<file path="src/rtl/uart_pkg.sv">
`default_nettype none
// ============================================================================
// Module      : uart_pkg
// Description : Shared constants and types for the UART transmit arbiter.
//               Holds the UART register map (TX/RX/DIV) and the arbiter FSM
//               state encoding.
// Revision    : 1.0 - initial release
// ============================================================================
package uart_pkg;

    // UART register addresses on the Wishbone-style bus
    localparam logic [1:0] c_ADDR_TX  = 2'd0;
    localparam logic [1:0] c_ADDR_RX  = 2'd1;
    localparam logic [1:0] c_ADDR_DIV = 2'd2;

    typedef logic [1:0] wb_addr_t;

    // Arbiter FSM encoding (explicit 3-bit width)
    typedef enum logic [2:0] {
        ST_IDLE    = 3'd0,
        ST_ARB     = 3'd1,
        ST_STROBE  = 3'd2,
        ST_RELEASE = 3'd3,
        ST_GAP     = 3'd4
    } arb_state_t;

endpackage : uart_pkg
`default_nettype wire

</file>
<file path="src/rtl/uart_tx_arbiter_if.sv">
`default_nettype none
// ============================================================================
// Module      : uart_tx_arbiter_if
// Description : Bus between the arbiter (master) and the UART (slave).
//   wb_addr     - register address (0 = TX, 2 = divider)
//   wb_data_out - write data towards the UART
//   wb_we       - access direction (0 = write for this UART)
//   wb_stb      - bus strobe
//   wb_clk      - bus phase level (1 = strobe phase, 0 = release phase)
//   wb_ack      - acknowledge from the UART
// Revision    : 1.0 - initial release
// ============================================================================
interface uart_tx_arbiter_if;
    import uart_pkg::*;

    wb_addr_t   wb_addr;
    logic [7:0] wb_data_out;
    logic       wb_we;
    logic       wb_stb;
    logic       wb_clk;
    logic       wb_ack;

    modport master (
        output wb_addr, wb_data_out, wb_we, wb_stb, wb_clk,
        input  wb_ack
    );

    modport slave (
        input  wb_addr, wb_data_out, wb_we, wb_stb, wb_clk,
        output wb_ack
    );

endinterface : uart_tx_arbiter_if
`default_nettype wire

</file>
<file path="src/rtl/rr_select.sv">
`default_nettype none
// ============================================================================
// Module      : rr_select
// Description : One-hot grant selection over a request vector.
//               Default: round-robin, search starts at (ptr + 1) mod N_REQ.
//               With UART_ARB_FIXED_PRIO_EN defined: fixed priority, lowest
//               index wins and ptr is ignored.
//   req   - request vector
//   ptr   - index of the last granted requester
//   grant - one-hot grant (all zero when no request)
// Revision    : 1.0 - initial release
// ============================================================================
module rr_select #(
    parameter int N_REQ = 4
) (
    input  logic [N_REQ-1:0] req,
    input  logic [2:0]       ptr,
    output logic [N_REQ-1:0] grant
);

    localparam int c_IW = $clog2(N_REQ);

    logic [c_IW-1:0] w_idx;

    always_comb begin
        grant = '0;
        w_idx = '0;
`ifdef UART_ARB_FIXED_PRIO_EN
        for (int i = 0; i < N_REQ; i++) begin
            if (req[i] && (grant == '0)) begin
                grant[i] = 1'b1;
            end
        end
`else
        // Walk N_REQ positions starting just after the last grant; the first
        // active request met wins, so the last winner is checked last.
        for (int k = 1; k <= N_REQ; k++) begin
            w_idx = c_IW'((int'(ptr) + k) % N_REQ);
            if (req[w_idx] && (grant == '0)) begin
                grant[w_idx] = 1'b1;
            end
        end
`endif
    end

endmodule : rr_select
`default_nettype wire

</file>
<file path="src/rtl/uart_tx_arbiter.sv">
`default_nettype none
// ============================================================================
// Module      : uart_tx_arbiter
// Description : Arbitrates N_REQ byte requesters and a baud-divider update
//               onto a single UART register bus. Divider updates always win;
//               bytes are granted round-robin (or fixed priority when the
//               macro UART_ARB_FIXED_PRIO_EN is defined).
//   clk, reset        - clock, synchronous active-high reset
//   req_valid/data    - per-requester byte pending / byte [8i+7:8i]
//   req_ready         - one-cycle accept pulse per requester
//   cfg_div_valid/div - divider update request / value
//   cfg_div_done      - one-cycle pulse when the divider write is acked
//   wb                - UART bus (master modport)
//   grant_id          - index of the current or last granted requester
//   err_timeout       - sticky acknowledge-timeout flag
// Revision    : 1.0 - initial release
// ============================================================================
module uart_tx_arbiter
    import uart_pkg::*;
#(
    parameter int N_REQ       = 4,
    parameter int ACK_TIMEOUT = 255
) (
    input  logic               clk,
    input  logic               reset,
    input  logic [N_REQ-1:0]   req_valid,
    input  logic [8*N_REQ-1:0] req_data,
    output logic [N_REQ-1:0]   req_ready,
    input  logic               cfg_div_valid,
    input  logic [7:0]         cfg_div,
    output logic               cfg_div_done,
    uart_tx_arbiter_if.master  wb,
    output logic [2:0]         grant_id,
    output logic               err_timeout
);

    // Last count value of a phase before it is declared timed out
    localparam logic [7:0] c_TO_LAST   = 8'(ACK_TIMEOUT - 1);
    localparam logic [2:0] c_GRANT_RST = 3'(N_REQ - 1);

    arb_state_t       r_state;
    arb_state_t       w_next;
    logic [7:0]       r_cnt;
    logic [1:0]       r_addr;
    logic [7:0]       r_data;
    logic             r_is_cfg;
    logic [2:0]       r_grant_id;
    logic             r_err;

    logic [N_REQ-1:0] w_grant;
    logic [2:0]       w_grant_idx;
    logic [7:0]       w_sel_byte;
    logic             w_cfg_pick;
    logic             w_byte_pick;
    logic             w_timeout;
    logic             w_timed_out;

    rr_select #(
        .N_REQ (N_REQ)
    ) u_rr_select (
        .req   (req_valid),
        .ptr   (r_grant_id),
        .grant (w_grant)
    );

    // One-hot grant to index and selected byte
    always_comb begin
        w_grant_idx = '0;
        w_sel_byte  = '0;
        for (int i = 0; i < N_REQ; i++) begin
            if (w_grant[i]) begin
                w_grant_idx = 3'(i);
                w_sel_byte  = req_data[8*i +: 8];
            end
        end
    end

    assign w_timed_out = (r_cnt == c_TO_LAST);

    always_comb begin
        w_next      = r_state;
        w_cfg_pick  = 1'b0;
        w_byte_pick = 1'b0;
        w_timeout   = 1'b0;
        case (r_state)
            ST_IDLE: begin
                if ((|req_valid) || cfg_div_valid) begin
                    w_next = ST_ARB;
                end
            end
            ST_ARB: begin
                if (cfg_div_valid) begin
                    w_cfg_pick = 1'b1;
                    w_next     = ST_STROBE;
                end else if (|req_valid) begin
                    w_byte_pick = 1'b1;
                    w_next      = ST_STROBE;
                end else begin
                    // Requests withdrawn: no bus cycle, pointer untouched
                    w_next = ST_IDLE;
                end
            end
            ST_STROBE: begin
                if (wb.wb_ack) begin
                    w_next = ST_RELEASE;
                end else if (w_timed_out) begin
                    w_timeout = 1'b1;
                    w_next    = ST_GAP;
                end
            end
            ST_RELEASE: begin
                if (!wb.wb_ack) begin
                    w_next = ST_GAP;
                end else if (w_timed_out) begin
                    w_timeout = 1'b1;
                    w_next    = ST_GAP;
                end
            end
            ST_GAP:  w_next = ST_IDLE;
            default: w_next = ST_IDLE;
        endcase
    end

    always_ff @(posedge clk) begin
        if (reset) begin
            r_state    <= ST_IDLE;
            r_cnt      <= '0;
            r_addr     <= c_ADDR_TX;
            r_data     <= '0;
            r_is_cfg   <= 1'b0;
            r_grant_id <= c_GRANT_RST;
            r_err      <= 1'b0;
        end else begin
            r_state <= w_next;
            // Counter restarts on every phase change so each ack phase
            // gets its own full budget.
            if (w_next != r_state) begin
                r_cnt <= '0;
            end else if ((r_state == ST_STROBE) || (r_state == ST_RELEASE)) begin
                r_cnt <= r_cnt + 8'd1;
            end
            if (w_cfg_pick) begin
                r_addr   <= c_ADDR_DIV;
                r_data   <= cfg_div;
                r_is_cfg <= 1'b1;
            end
            if (w_byte_pick) begin
                r_addr     <= c_ADDR_TX;
                r_data     <= w_sel_byte;
                r_is_cfg   <= 1'b0;
                r_grant_id <= w_grant_idx;
            end
            if (w_timeout) begin
                r_err <= 1'b1;
            end
        end
    end

    // Pulses are masked during reset so an aborted transaction emits nothing
    assign req_ready    = (w_byte_pick && !reset) ? w_grant : '0;
    assign cfg_div_done = (r_state == ST_STROBE) && wb.wb_ack && r_is_cfg && !reset;

    assign wb.wb_stb      = (r_state == ST_STROBE) || (r_state == ST_RELEASE);
    assign wb.wb_clk      = (r_state == ST_STROBE);
    assign wb.wb_we       = 1'b0;
    assign wb.wb_addr     = r_addr;
    assign wb.wb_data_out = r_data;

    assign grant_id    = r_grant_id;
    assign err_timeout = r_err;

endmodule : uart_tx_arbiter
`default_nettype wire

</file>
<file path="src/flat_wrapper.sv">
// flat-port wrapper written by rule: the top's interface ports become plain ports
module uart_tx_arbiter_flat import uart_pkg::*;
#(
    parameter int N_REQ       = 4,
    parameter int ACK_TIMEOUT = 255
)
  (clk, reset, req_valid, req_data, req_ready, cfg_div_valid, cfg_div, cfg_div_done, grant_id, err_timeout, wb_wb_addr, wb_wb_data_out, wb_wb_we, wb_wb_stb, wb_wb_clk, wb_wb_ack);
  uart_tx_arbiter_if wb_i ();
  input  logic clk;
  input  logic reset;
  input  logic [N_REQ-1:0] req_valid;
  input  logic [8*N_REQ-1:0] req_data;
  output logic [N_REQ-1:0] req_ready;
  input  logic cfg_div_valid;
  input  logic [7:0] cfg_div;
  output logic cfg_div_done;
  output logic [2:0] grant_id;
  output logic err_timeout;
  output wire logic [$bits(wb_i.wb_addr)-1:0] wb_wb_addr;
  output wire logic [$bits(wb_i.wb_data_out)-1:0] wb_wb_data_out;
  output wire logic [$bits(wb_i.wb_we)-1:0] wb_wb_we;
  output wire logic [$bits(wb_i.wb_stb)-1:0] wb_wb_stb;
  output wire logic [$bits(wb_i.wb_clk)-1:0] wb_wb_clk;
  input wire logic [$bits(wb_i.wb_ack)-1:0] wb_wb_ack;
  assign wb_wb_addr = wb_i.wb_addr;
  assign wb_wb_data_out = wb_i.wb_data_out;
  assign wb_wb_we = wb_i.wb_we;
  assign wb_wb_stb = wb_i.wb_stb;
  assign wb_wb_clk = wb_i.wb_clk;
  assign wb_i.wb_ack = wb_wb_ack;
  uart_tx_arbiter #(.N_REQ(N_REQ), .ACK_TIMEOUT(ACK_TIMEOUT)) u_core (.clk(clk), .reset(reset), .req_valid(req_valid), .req_data(req_data), .req_ready(req_ready), .cfg_div_valid(cfg_div_valid), .cfg_div(cfg_div), .cfg_div_done(cfg_div_done), .wb(wb_i), .grant_id(grant_id), .err_timeout(err_timeout));
endmodule
</file>
<file path="config.mk">
export PLATFORM = sky130hd
export DESIGN_NAME = uart_tx_arbiter_flat
export DESIGN_NICKNAME = d
export VERILOG_FILES = /design/src/rtl/uart_pkg.sv /design/src/rtl/uart_tx_arbiter_if.sv /design/src/rtl/rr_select.sv /design/src/rtl/uart_tx_arbiter.sv /design/src/flat_wrapper.sv
export SDC_FILE = /design/constraint.sdc
export NUM_CORES = 1
export LEC_CHECK = 0
export BUFFER_PORTS_ARGS = -buffer_cell sky130_fd_sc_hd__buf_2
export CORE_ASPECT_RATIO = 0.9
export CORE_UTILIZATION = 27
export DETAILED_ROUTE_END_ITERATION = 8
export HOLD_SLACK_MARGIN = 0.03
export PLACE_DENSITY_LB_ADDON = 0.1
export SKIP_CTS_REPAIR_TIMING = 1
export SYNTH_ARGS = -nofsm -noshare
export SYNTH_HDL_FRONTEND = slang
export SYNTH_SLANG_ARGS = --single-unit
</file>
<file path="constraint.sdc">
create_clock -name clk -period 7.8 [get_ports clk]
set_input_delay 0.78 -clock clk [delete_from_list [all_inputs] [get_ports clk]]
set_output_delay 0.78 -clock clk [all_outputs]
set_load 0.005 [all_outputs]
</file>
==> key figures <==
Global route
  • Tot GR Track Use: between 10% and 20%
  • First-pass GRT wire length: ~9200 um
  • Grt total ovfl: 0
  • Vias in the first global route: around 1900
  • Initial antenna violation count: 0
  • Largest net degree at the start of global routing: 22

Routing
  • WL per Instance: roughly 14 um
  • DR iter-0 viols: 96
  • DRT Wirelength: between 5000 and 6000 um
  • Initial DRT Pass Iterations: 4
  • Via-to-Cell Ratio: approximately 5.2
  • Total number of vias: just over 2000
  • DRC violations left: 0
  • Routed Antenna Nets: 0

Clock network
  • # H-tree levels: 1
  • CTS Buffer Depth: 2
  • Total clock sinks: 23
  • CTS buffer count: 3
  • CTS Root Cell: clkbuf_8
  • CTS clk-pin slew, worst paths: roughly 90 ps
  • Clk_lat worst skew: 270 ps
  • CTS tree: built

Die
  • Ports placed on the boundary: 70
  • Core region area: 7080 um^2
  • Initial Utilization: 28.0%
  • Die H: roughly 83 um
  • Die area: roughly 7700 um^2
  • Die width: roughly 92 um
  • Cell row count: 29

Worst setup path
  • Crit path max-delay family: compound AO/OA/AOI/OAI gates
  • Worst stage delay on the critical path: 670 ps
  • Worst-path fanout max: 16
  • Critical Path AT: between 3000 and 4000 ps
  • Crit Path Category: reg2out
  • Worst Setup End Kind: output port
  • Slowest CP cell: dfxtp_1
  • Instance count on the critical path: 9
  • CP Buf/Inv Count: 2
  • Critical Path RT: 7020 ps
  • Worst r2r path cells: 9
  • Worst setup SP type: flop
  • Crit-path cells: inv_1 -> ha_1 -> mux4_2 -> o41ai_2 -> o2111ai_1 -> o21ai_1 -> a41o_1 -> nor3b_1 -> buf_2

Timing
  • Slew @ Worst Pin: ~1200 ps
  • Fin crit share: about 58%
  • RSZ-0062 raised after global routing: no
  • Max-slew headroom: a little over a fifth
  • Final Setup Violations: 0
  • PnR worst setup slack: ~3300 ps
  • Hold_ws: a little under 500 ps
  • Fmax: 221 MHz
  • Total Neg Setup Slack: 0 ps
  • Clock skew: 4.58 ps
  • Slew Limit Fails: 0
  • Post-layout min period: 4530 ps
  • Final-report hold violation count: 0

Yosys
  • EDFF count, synth: 0
  • Area leader, netlist: dfxtp_1
  • Mapped Area: 1980 um^2
  • Part of the Yosys area used for sequential elements: a little under a quarter
  • Syn_area_per_cell: between 7 and 8 um^2
  • FF+latch count, synth: 23
  • Share of the synthesized area in the top cell type: ~23%
  • FFs w/ async S/R, synth: 0%
  • Warnings from Yosys: 0
  • Syn Inst Count: around 250
  • Synth unique cells: 58
  • Synth area leaders: dfxtp_1 23%, ha_1 6.3%, nor2_1 5.7%, nand2_1 5.3%, and3_1 4.4%
  • Top_reg_cell synth: dfxtp_1

Power
  • Sw Ratio: between 40% and 50%
  • Maximum vdd drop: 0.0648 mV
  • Clock share of power: 18.8%
  • NetSw: roughly 180 uW
  • Pwr/cell area: 181 nW/um^2
  • Internal Power: 250 uW
  • Gate power share: 48.2%
  • Leak: between 1 and 1.5 nW
  • Sequential power share: about a third

Placed design
  • HPWL after detailed placement: between 4000 and 5000 um
  • Pre-CTS setup slack: about 3600 ps
  • Port-buffer cells: 66
  • Gpl congestion: between 0.8 and 0.9

Final layout
  • Nets@finish: ~360
  • Number of diodes: 0
  • Util after Layout: between 30% and 40%
  • Most common cell after layout, fill and taps aside: buf_2
  • Layout cells sized above 1: between 20% and 30%
  • Most frequent cells in the layout: 66 x buf_2, 30 x nor2_1, 28 x nand2_1
  • Area grow syn2layout: 19.7%

Status
  • Status: completed

Job
  • Max Cap Viol: 0

Min path
  • Worst min-delay path class: reg2reg
  • Hold path depth: 2
-- registers in the layout, indices dropped and copies added (netlist names) --
signal / cells
u_core.err_timeout: 1
u_core.grant_id: 2
u_core.r_cnt: 8
u_core.r_is_cfg: 1
u_core.r_state: 3
u_core.wb.wb_data_out: 8
-- area by class of cell --
cell class                 instances  area, um^2
multi-input combinational        206        1400
fill                             765        4700
clock inverter                     1        7.51
tap                               93         116
timing repair buffer              66         330
inverter                           5        18.8
sequential                        23         460
clock buffer                       3        41.3
-- worst min-delay path, stage by stage (launching register included) --
cell and delay [ps]:
dfxtp_1 340, a31oi_1 40, nor2_1 70
-- metal layers --
metal,global-route usage [%],wire length [um],share of wire [%]
met4,2.27,21,0.37
met5,0,0,0
met3,3.11,400,7.1
met2,23.3,2470,44
met1,20.5,2770,49
-- kinds of logic after synthesis --
family	synth area share [%]
other	0.189
and+or+nand+nor	28.6
adders and majority gates	6.32
muxes	6.25
buffers and inverters	6.63
DFF	23.2
xor gates and xnor gates	3.54
AOI/OAI and AO/OA	25.2
-- Yosys cell counts (all sizes together) (4+ instances only) --
cell,number
a22oi,9
a31oi,13
nand2,28
nand4,5
o31ai,11
dfxtp,23
buf,10
clkbuf,7
a21oi,4
nor2,30
o21ai,5
inv,5
and3,14
xor2,6
nand3,5
ha,10
nor3,14
-- power groups by stage --
stage / registers [mW] / clock network (mW) / logic, mW
finish: 0.142 / 0.0804 / 0.206
global route: 0.144 / 0.0904 / 0.229
CTS: 0.142 / 0.0875 / 0.207
detailed placement: 0.145 / 0 / 0.206
global placement: 0.144 / 0 / 0.210
floorplan: 0.140 / 0 / 0.160
-- final timing paths --
kind | to | slack [ps] | startpoint
worst max-delay path | req_ready[2] | 3270 | u_core.grant_id[0]
worst min register to register | u_core.err_timeout | 480 | u_core.err_timeout
worst max register to register | u_core.wb.wb_data_out[3] | 4250 | u_core.grant_id[0]
worst min-delay path | u_core.err_timeout | 480 | u_core.err_timeout
-- per-stage QoR --
stage / total power [mW] / instances / area (um^2)
after floorplan: 0.300 / 251 / 1990
after global placement: 0.354 / 393 / 2320
after detailed placement: 0.350 / 393 / 2320
after CTS: 0.436 / 397 / 2370
after global routing: 0.463 / 397 / 2370
final: 0.428 / 397 / 2370
Note: power is estimated with default switching activity, not from simulation.
